`config.mk`:
```
export PLATFORM = sky130hd
export DESIGN_NAME = mips_fetch_unit
export DESIGN_NICKNAME = d
export VERILOG_FILES = /design/src/rtl/mips_fetch_unit.sv
export SDC_FILE = /design/constraint.sdc
export NUM_CORES = 1
export LEC_CHECK = 0
export CAP_MARGIN = 20
export CORE_MARGIN = 2
export CORE_UTILIZATION = 50
export DETAILED_ROUTE_END_ITERATION = 10
export GPL_ROUTABILITY_DRIVEN = 0
export GPL_TIMING_DRIVEN = 0
export PLACE_DENSITY = 0.78
export SYNTH_ARGS = -nofsm -noshare
export SYNTH_HDL_FRONTEND = slang
export SYNTH_SLANG_ARGS = --single-unit
```
`constraint.sdc`:
```
create_clock -name clock -period 3.59 [get_ports clock]
set_clock_uncertainty 0.1 [all_clocks]
set_input_delay 0.718 -clock clock [delete_from_list [all_inputs] [get_ports clock]]
set_output_delay 0.718 -clock clock [all_outputs]
set_load 0.02 [all_outputs]
```
`src/rtl/mips_fetch_unit.sv`:
```
// Instruction fetch stage: issues in-order imem reads from fetch_pc and buffers returned words
// in a prefetch FIFO for decode. Redirects flush the FIFO and drop in-flight responses.
module mips_fetch_unit #(
  parameter logic [31:0] RESET_PC = 32'h8002_0000,
  parameter int          DEPTH    = 4
) (
  input  logic        clock,
  input  logic        reset,
  output logic        imem_req,
  input  logic        imem_gnt,
  output logic [31:0] imem_addr,
  input  logic        imem_rvalid,
  input  logic [31:0] imem_rdata,
  input  logic        redirect,
  input  logic [31:0] redirect_pc,
  output logic        out_valid,
  input  logic        out_ready,
  output logic [31:0] pc,
  output logic [31:0] insn
);

  localparam int            CW       = $clog2(DEPTH) + 1;
  localparam int            PW       = $clog2(DEPTH);
  localparam logic [CW-1:0] DEPTH_C  = CW'(DEPTH);
  localparam logic [CW-1:0] ONE_C    = CW'(1);
  localparam logic [PW-1:0] LAST_PTR = PW'(DEPTH - 1);

  logic [31:0]   fetch_pc;
  logic [31:0]   resp_pc;
  logic [31:0]   target_pc;
  logic [CW-1:0] count;
  logic [CW-1:0] inflight;
  logic [CW-1:0] drop_cnt;
  logic [CW-1:0] live;
  logic [CW:0]   used;
  logic [PW-1:0] rd_ptr;
  logic [PW-1:0] wr_ptr;
  logic [31:0]   fifo_pc   [DEPTH];
  logic [31:0]   fifo_insn [DEPTH];
  logic          accept;
  logic          resp;
  logic          push;
  logic          pop;

  function automatic logic [PW-1:0] ptr_inc(input logic [PW-1:0] p);
    return (p == LAST_PTR) ? '0 : p + PW'(1);
  endfunction

  // NOTE: every output of an always_comb block is assigned on every path, so no latch is inferred.
  always_comb begin
    live      = inflight - drop_cnt;
    used      = {1'b0, count} + {1'b0, live};
    target_pc = redirect_pc & 32'hFFFF_FFFC;
    imem_req  = !reset && !redirect && (used < {1'b0, DEPTH_C});
    imem_addr = fetch_pc;
    accept    = imem_req && imem_gnt;
    // Responses with nothing outstanding are stray and ignored entirely.
    resp      = imem_rvalid && (inflight != '0);
    push      = resp && (drop_cnt == '0);
    out_valid = !reset && (count != '0);
    pop       = out_valid && out_ready;
    pc        = out_valid ? fifo_pc[rd_ptr]   : 32'h0;
    insn      = out_valid ? fifo_insn[rd_ptr] : 32'h0;
  end

  // NOTE: sequential state uses non-blocking assignments so all registers update together at the edge.
  always_ff @(posedge clock) begin
    if (reset) begin
      fetch_pc <= RESET_PC;
      resp_pc  <= RESET_PC;
      count    <= '0;
      inflight <= '0;
      drop_cnt <= '0;
      rd_ptr   <= '0;
      wr_ptr   <= '0;
    end else if (redirect) begin
      // Everything still outstanding belongs to the old path and must be discarded on return.
      fetch_pc <= target_pc;
      resp_pc  <= target_pc;
      count    <= '0;
      rd_ptr   <= '0;
      wr_ptr   <= '0;
      inflight <= inflight - CW'(resp);
      drop_cnt <= inflight - CW'(resp);
    end else begin
      if (accept) fetch_pc <= fetch_pc + 32'd4;
      inflight <= inflight + CW'(accept) - CW'(resp);
      if (resp && (drop_cnt != '0)) drop_cnt <= drop_cnt - ONE_C;
      if (push) begin
        wr_ptr  <= ptr_inc(wr_ptr);
        resp_pc <= resp_pc + 32'd4;
      end
      if (pop) rd_ptr <= ptr_inc(rd_ptr);
      count <= count + CW'(push) - CW'(pop);
    end
  end

  // NOTE: FIFO storage has no reset; occupancy gates every read, so stale entries are never visible.
  always_ff @(posedge clock) begin
    if (push && !redirect && !reset) begin
      fifo_pc[wr_ptr]   <= resp_pc;
      fifo_insn[wr_ptr] <= imem_rdata;
    end
  end

endmodule

```
==> summary.md <==
| Metric | Value |
|---|---|
| Vias per inst | 5.79 |
| Unrepaired setup endpoints after global routing | yes |
| Initial Utilization | 50.7% |
| Syn_area_per_cell | 14.6 sq um |
| H-tree depth | 2 |
| DP HPWL | 20.2 mm |
| TritonRoute pass-1 iters | 6 |
| Count leader, synth | edfxtp_1 |
| Synthesized instance count | 929 |
| Predominant post-synthesis flop cell | edfxtp_1 |
| Post-synth top cells | 248 x edfxtp_1, 75 x dfxtp_1, 64 x and2_1, 62 x mux4_2, 53 x nand2_1 |
| Root Driver | clkbuf_16 |
| Total Power | 8.64 mW |
| Routed Antenna Nets | 0 |
| # DRC | 0 |
| Fmax | 0.281 GHz |
| TritonCTS buffer count | 34 |
| CTS tree | yes |
| Final-report hold violation count | 0 |
| Area Overhead vs Synth | 24.6% |
| Die H | 169 microns |
| PD cells | 510 nW/um^2 |
| Max VDD drop | 0.000277 V |
| Die W | 169 microns |
| Clock Power Share | 37.3% |
| Startpoint types | flip-flop |
| Hold depth | 2 |
| Std cell rows | 60 |
| Reg clk slew, reported paths | 0.06 ns |
| CP Capture Type | flip-flop |
| Clock buffer depth | 3 |
| Internal | 6.50 mW |
| Worst path required time | 3.87 ns |
| Detailed Route WL | 30.5 mm |
| # Max-Cap Violations | 0 |
| I/O Pins | 168 |
| Initial antenna violation count | 0 |
| Async SR Flop Fraction | 0% |
| Final setup vio count | 0 |
| Worst skew pair latency | 0.52 ns |
| R2R depth | 19 |
| Cell taking the most area after synthesis | edfxtp_1 |
| FF+latch count, synth | 323 |
| Pins Over Slew Limit | 0 |
| Sw frac | 24.7% |
| Congestion Overflow GR | 0 |
| Core area | 26800 sq um |
| Post-Place Cells | 1437 |
| Largest net degree at the start of global routing | 60 |
| Vias | 8693 |
| # diodes | 0 |
| Leakage | 5.51 nW |
| P_sw | 2.13 mW |
| Share of cells above drive strength 1 | 15.3% |
| Rel. slew slack | 34.2% |
| Non-filler cells, final | 1501 |
| PortBufs | 160 |
| Critical path arrival | 3.84 ns |
| Setup Crit Path Kind | reg2reg |
| Final worst-path cycle share | 99.2% |
| Synthesized cell area | 13600 sq um |
| First-pass GRT wire length | 47.3 mm |
| Clock Sinks | 323 |
| Period minus WS final | 3.56 ns |
| Worst-Margin Slew | 0.979 ns |
| Library cells used by synthesis | 53 |
| Vias in the first global route | 8653 |
| Worst min-delay path category | reg2reg |
| Nets@finish | 1225 |
| Logic pwr share | 13.0% |
| Detailed router's first-iteration violation count | 761 |
| Top post-synthesis cells by area | edfxtp_1 55%, dfxtp_1 11%, mux4_2 10%, and2_1 2.9%, ha_1 1.7% |
| Post-DR wirelength/cell | 20.3 microns |
| Gr usage total | 21.4% |
| Seq pwr share | 49.6% |
| Sequential area share after synthesis | 65.9% |
| Share of the synthesized area in the top cell type | 54.8% |
| Status | finished clean |
| Die area | 28500 sq um |
| Synth Warn # | 0 |
| Post-synth EDFFs | 248 |
| CP max FO | 2 |
## power groups by stage
stage / clock (mW) / combinational [mW] / sequential, mW
after CTS: 3.27 / 1.10 / 4.29
final: 3.22 / 1.13 / 4.29
after detailed placement: 0 / 1.04 / 4.36
after global placement: 0 / 1.01 / 4.36
after floorplan: 0 / 0.613 / 4.35
after global routing: 3.43 / 1.24 / 4.30
## logic make-up after synthesis
family / Yosys count / share of synthesized area (%)
flops: 323 / 65.9
mux: 70 / 10.9
other cells: 1 / 0.0276
compound gates: 113 / 5.30
buf+inv: 82 / 2.39
simple gates: 284 / 11.1
fa+ha+maj: 21 / 2.10
xor+xnor: 35 / 2.26
## through the flow
step / setup WS [ns] / setup TNS [ns] / util (%) / hold WS [ns] / area (sq um)
floorplan: 0.00196 / 0 / - / 0.354 / 13600
global placement: -1.70 / -430.66 / 58.4 / 0.377 / 15600
detailed placement: -0.367 / -15.74 / 58.9 / 0.395 / 15800
CTS: 0.0155 / 0 / 63.0 / 0.403 / 16900
global route: -0.136 / -0.136 / 63.2 / 0.428 / 16900
finish: 0.0280 / 0 / 63.2 / 0.399 / 16900
## placed cells by master (no fill, tap or decap), drive strengths merged, types with 12 or more instances in the layout
| cell type | synthesis | final |
|---|---|---|
| inv | 28 | 30 |
| and2 | 64 | 64 |
| nand2 | 53 | 53 |
| dfxtp | 75 | 75 |
| a21oi | 29 | 29 |
| buf | 13 | 17 |
| edfxtp | 248 | 248 |
| mux4 | 62 | 62 |
| clkdlybuf4s50 | 0 | 159 |
| nor3 | 20 | 20 |
| or3 | 12 | 12 |
| nand3 | 30 | 30 |
| clkbuf | 40 | 90 |
| nor2 | 43 | 43 |
| xor2 | 15 | 15 |
| a31oi | 15 | 15 |
| xnor2 | 20 | 20 |
| nand4 | 22 | 22 |
| o21ai | 21 | 21 |
| ha | 18 | 18 |
| a211oi | 21 | 21 |
| nor4 | 12 | 12 |
## final cells by class
type                       instances  area (sq um)
inverter                          29           116
multi-input combinational        527          4410
clock buffer                      48           933
fill                            1916          9870
timing repair buffer             169          1750
tap                              341           427
buffer                            50           255
sequential                       323          8950
clock inverter                    14          87.6
## per-layer routing
layer	global-route usage, %	up-vias	share of wire, %
met3	3.79	57	8.6
met2	34.6	418	48
met4	6.11	0	2.0
li1	-	3957	-
met1	30.1	4261	41
met5	0	-	0
## critical path, stage by stage, from the launching register on
cell and delay (ns):
dfxtp_2 0.32, inv_2 0.06, ha_4 0.12, inv_2 0.03, fa_2 0.34, xor2_2 0.16
xnor2_1 0.24, ha_2 0.33, inv_2 0.05, and4_1 0.20, clkbuf_8 0.16, inv_8 0.03
ha_4 0.25, inv_2 0.04, ha_4 0.15, fa_2 0.35, xor2_1 0.14, o21ai_1 0.17
xnor2_1 0.13, nor2_1 0.05
## sequential cells by signal (all words and copies together) (netlist names), named ones only
name / count
fifo_pc: 120
count: 3
inflight: 3
drop_cnt: 3
rd_ptr: 2
wr_ptr: 2
resp_pc: 30
fifo_insn: 128
imem_addr: 30
## final timing paths
| check | endpoint | startpoint | slack, ns |
|---|---|---|---|
| hold / removal | flip-flop | rd_ptr[1]$_SDFFE_PP0P_ | 0.40 |
| setup reg to reg | inflight[2]$_SDFF_PP0_ | inflight[0]$_SDFF_PP0_ | 0.03 |
| hold reg to reg | flip-flop | rd_ptr[1]$_SDFFE_PP0P_ | 0.40 |
| setup / recovery | inflight[2]$_SDFF_PP0_ | inflight[0]$_SDFF_PP0_ | 0.03 |
## what timing repair did
| item | CTS | global route |
|---|---|---|
| setup endpoints to repair | 63 | 43 |
| hold buffers | 0 | 0 |
| setup buffers | 4 | 0 |
| gates resized for setup | 51 | 14 |
| pin swaps | 8 | 9 |
Note: power is estimated with default switching activity, not from simulation.
==> edit 1 (config.mk and constraints unchanged) <==
Change the parameter `DEPTH` from 4 to 2.
--- a/src/rtl/mips_fetch_unit.sv
+++ b/src/rtl/mips_fetch_unit.sv
@@ -3,5 +3,5 @@
 module mips_fetch_unit #(
   parameter logic [31:0] RESET_PC = 32'h8002_0000,
-  parameter int          DEPTH    = 4
+  parameter int          DEPTH    = 2
 ) (
   input  logic        clock,
Check against the original RTL: not equivalent (Yosys sat finds a counterexample within 4 cycles, from zero or initial values and one cycle with reset high).
==> edit 1 against the unedited design <==
  * Wire length decreased by 35%
  * Power decreased by 40%
  * Worst setup slack improved by 0.12 ns
  * Sequential share of layout area is 6.5 points lower
  * Final area is 35% lower
  * Sequential power shrank 39%
  * First-iteration DRC count is 46% lower
  * Sequential cell count down 130
  * Combinational power down 21%
  * Global-route usage grew 1.0 points
  * Count of clock-buffer cells in the layout decreased by 30
  * Area after synthesis is 37% lower
  * Critical endpoint is now pc[30]
==> edit 1: results (changes against the unedited design) <==
* Top Registers: fifo_insn x64, fifo_pc x60
* Slew headroom at 27.3% (-6.9 points)
* Num CTS Buffers at 17 (-50%)
* M1 GR Usage at 30.4% (+0.29 points)
* Worst-case clock buffer depth at 2 (-1)
* Area of the multi-input gates at 3180 µm² (-28%)
* FF-to-FF path depth at 15 (-4)
* VDD IR max at 0.408 mV (+47%)
* Setup Buffers After CTS at 0 (-4)
* Largest net degree at the start of global routing at 63 (+5.0%)
* Post-synth EDFFs at 124 (-50%)
* Total number of vias at 6241 (-28%)
* Critical Path Max Stage Delay at 0.65 ns (+0.30 ns)
* Critical Path Fanout Max at 10 (+8)
* Signal buffers at 200 (-8.7%)
* Clock buf count at 18 (-63%)
* Synthesized area per cell at 11.7 µm² (-20%)
* WL/cell at 17.4 µm (-14%)
* Pre-CTS WS at -0.310 ns (+0.0569 ns)
* Post-synthesis cell type count at 55 (+3.8%)
* ClkCell Share at 4.89% (-1.1 points)
* Final-stage net count at 987 (-19%)
* GR Util met3 at 5.71% (+1.9 points)
* Seq area share at 46.4% (-6.5 points)
* DR iter-0 viols at 413 (-46%)
* Post-synthesis compound-gate area fraction at 7.89% (+2.6 points)
* Htree depth at 4 (+2)
* Detail Placement HPWL at 14100 µm (-30%)
* First drt pass iteration count at 5 (-1)
* Outcome: finished clean
* Synth Area in Adders at 1.56% (-0.54 points)
* Seq cells at 193 (-40%)
* Signal inverters at 23 (-21%)
* Multiplexer share of the synthesized area at 7.78% (-3.1 points)
* Terminus of the critical flop-to-flop path: inflight[1]
* Multi-input gate count at 472 (-10%)
* Hold Crit Start: resp_pc[30]
* Placed Cells at 1110 (-23%)
* Arrival time worst endpoint at 2.62 ns (-1.22 ns)
* Fmax at 291 MHz (+3.5%)
* IO buf count at 161 (+0.63%)
* Share of cells above drive strength 1 at 7.61% (-7.6 points)
* GR Layer Usage met2 at 34.9% (+0.35 points)
* Vias in the first global route at 6020 (-30%)
* Wire length of the first global-routing pass at 31300 µm (-34%)
* Non-Clock Buffer Area Fraction at 16.5% (+4.7 points)
* Commonest cells in the netlist: 124 x edfxtp_1, 98 x nor2_1, 69 x dfxtp_1
* Synth Area in XOR/XNOR at 6.07% (+3.8 points)
* P_leak at 0.00359 µW (-35%)
* WL final at 19800 µm (-35%)
* Worst skew pair latency at 0.43 ns (-0.09 ns)
* Top cells by area, synth: edfxtp_1 44%, dfxtp_1 16%, mux2i_1 7.6%
* Post-CTS Resized at 9 (-82%)
* WHS Path Cells at 0 (-2)
* Register area share after synthesis at 60.0% (-5.9 points)
* Met3 WL at 1760 µm (-33%)
edit 1: worst max-delay path by stage:
stage / startpoint / endpoint / cells past startpoint
6_report: reset / pc[30] / 5
5_1_grt: inflight[0] / inflight[1] / 15
4_1_cts: register / pc[25] / 5
3_5_place_dp: reset / pc[25] / 6
3_3_place_gp: redirect / fifo_insn[0][26] / 4
2_1_floorplan: imem_rvalid / fifo_insn[0][0] / 4
edit 1: stage by stage:
| step | hold slack (ns) | cell area, µm² | total power (µW) |
|---|---|---|---|
| 2_1_floorplan | 0.347 | 8530 | 3150 |
| 3_3_place_gp | 0.383 | 10400 | 3510 |
| 3_5_place_dp | 0.399 | 10400 | 3530 |
| 4_1_cts | 0.413 | 11000 | 5220 |
| 5_1_grt | 0.426 | 11000 | 5410 |
| 6_report | 0.410 | 11000 | 5210 |
edit 1: power by group:
group / leakage, µW / switching, µW / internal (µW)
combinational: 0.00164 / 502 / 395
sequential: 0.00170 / 108 / 2490
clock: 0.000251 / 820 / 893
total: 0.00359 / 1430 / 3780
==> edit 2 (same flow settings) <==
Made on the original files. Make the reset (`reset`) asynchronous in one clocked block.
--- a/src/rtl/mips_fetch_unit.sv
+++ b/src/rtl/mips_fetch_unit.sv
@@ -65,5 +65,5 @@
 
   // NOTE: sequential state uses non-blocking assignments so all registers update together at the edge.
-  always_ff @(posedge clock) begin
+  always_ff @(posedge clock or posedge reset) begin
     if (reset) begin
       fetch_pc <= RESET_PC;
Function: differs if reset is asserted again (counterexample within 4 cycles, from zero or initial values and one cycle with reset high); with reset held inactive, the same outputs for 4 cycles.
==> edit 2 against the unedited design <==
  * Worst setup slack got worse by 0.021 ns
  * Via count fell by 2.3%
  * Final area rose by 1.9%
  * Wire length fell by 0.50%
  * Area after synthesis rose by 1.4%
  * Critical path type unchanged
  * Count of clock-buffer cells in the layout rose by 6
  * Sequential cell count fell by 2
  * Final cell count fell by 2.6%
  * Die area rose by 1.4%
Power is not compared: it rests on default switching activity, and its combinational part moved more than twofold at a synthesized area within 25%.
==> edit 2: results (changes against the unedited design) <==
* Outcome: finished clean
* Flop2flop setup slack at 0.007 ns (-0.02 ns)
* Detail Placement HPWL at 20200 µm (+0.40%)
* Wire length of the first global-routing pass at 47500 µm (+0.42%)
* Async SR Flop Fraction at 22.7% (+23 points)
* Met3 WL at 2330 µm (-11%)
* WL/cell at 20.8 µm (+2.2%)
* Total GRT Usage at 21.6% (+0.22 points)
* Crit-path slowest cell: dfrtp_1
* Critical Path Fanout Max at 3 (+1)
* Critical Path Max Stage Delay at 0.39 ns (+0.04 ns)
* Final-stage net count at 1187 (-3.1%)
* Fmax at 279 MHz (-0.59%)
* Pre-CTS WS at -0.633 ns (-0.266 ns)
* M1 GR Usage at 30.5% (+0.40 points)
* IO buf count at 161 (+0.63%)
* Arrival time worst endpoint at 3.91 ns (+0.07 ns)
* Register area share after synthesis at 67.3% (+1.5 points)
* CP endpoint: inflight[2]
* First drt pass iteration count at 5 (-1)
* Via/cell ratio at 5.81 (+0.34%)
* Placed Cells at 1396 (-2.9%)
* Share of cells above drive strength 1 at 16.7% (+1.4 points)
* Slew headroom at 43.0% (+8.8 points)
* M1 wire length at 12900 µm (+2.0%)
* Post-synthesis cell type count at 51 (-3.8%)
* Setup Buffers After CTS at 5 (+1)
* Largest net degree at the start of global routing at 66 (+10%)
* CP startpoint: inflight[0]
* Post-CTS Resized at 43 (-16%)
[edit 2: cell families after synthesis]
group / synth area share (%)
xor gates and xnor gates: 2.67
muxes: 10.7
adders and majority gates: 2.07
and+or+nand+nor: 10.9
DFF: 67.3
AOI/OAI and AO/OA: 4.16
other: 0.0272
buffers and inverters: 2.15
[edit 2: through the flow]
step	instance area [µm²]	hold WS, ns	utilization [%]	power (µW)
final	17200	0.458	63.8	10400
after global routing	17200	0.478	63.8	10900
after CTS	17200	0.443	63.6	10500
after detailed placement	16000	0.434	59.2	6970
after global placement	15900	0.422	58.7	6890
after floorplan	13800	0.376	-	5950
[edit 2: area by class of cell]
type	count	area, µm²	share of cell area [%]
sequential	321	9280	53.8
buffer	39	245	1.42
multi-input combinational	499	4300	24.9
clock inverter	7	63.8	0.370
timing repair inverter	1	8.76	0.0508
inverter	27	116	0.675
tap	341	427	2.47
timing repair buffer	173	1780	10.3
clock buffer	54	1030	5.97
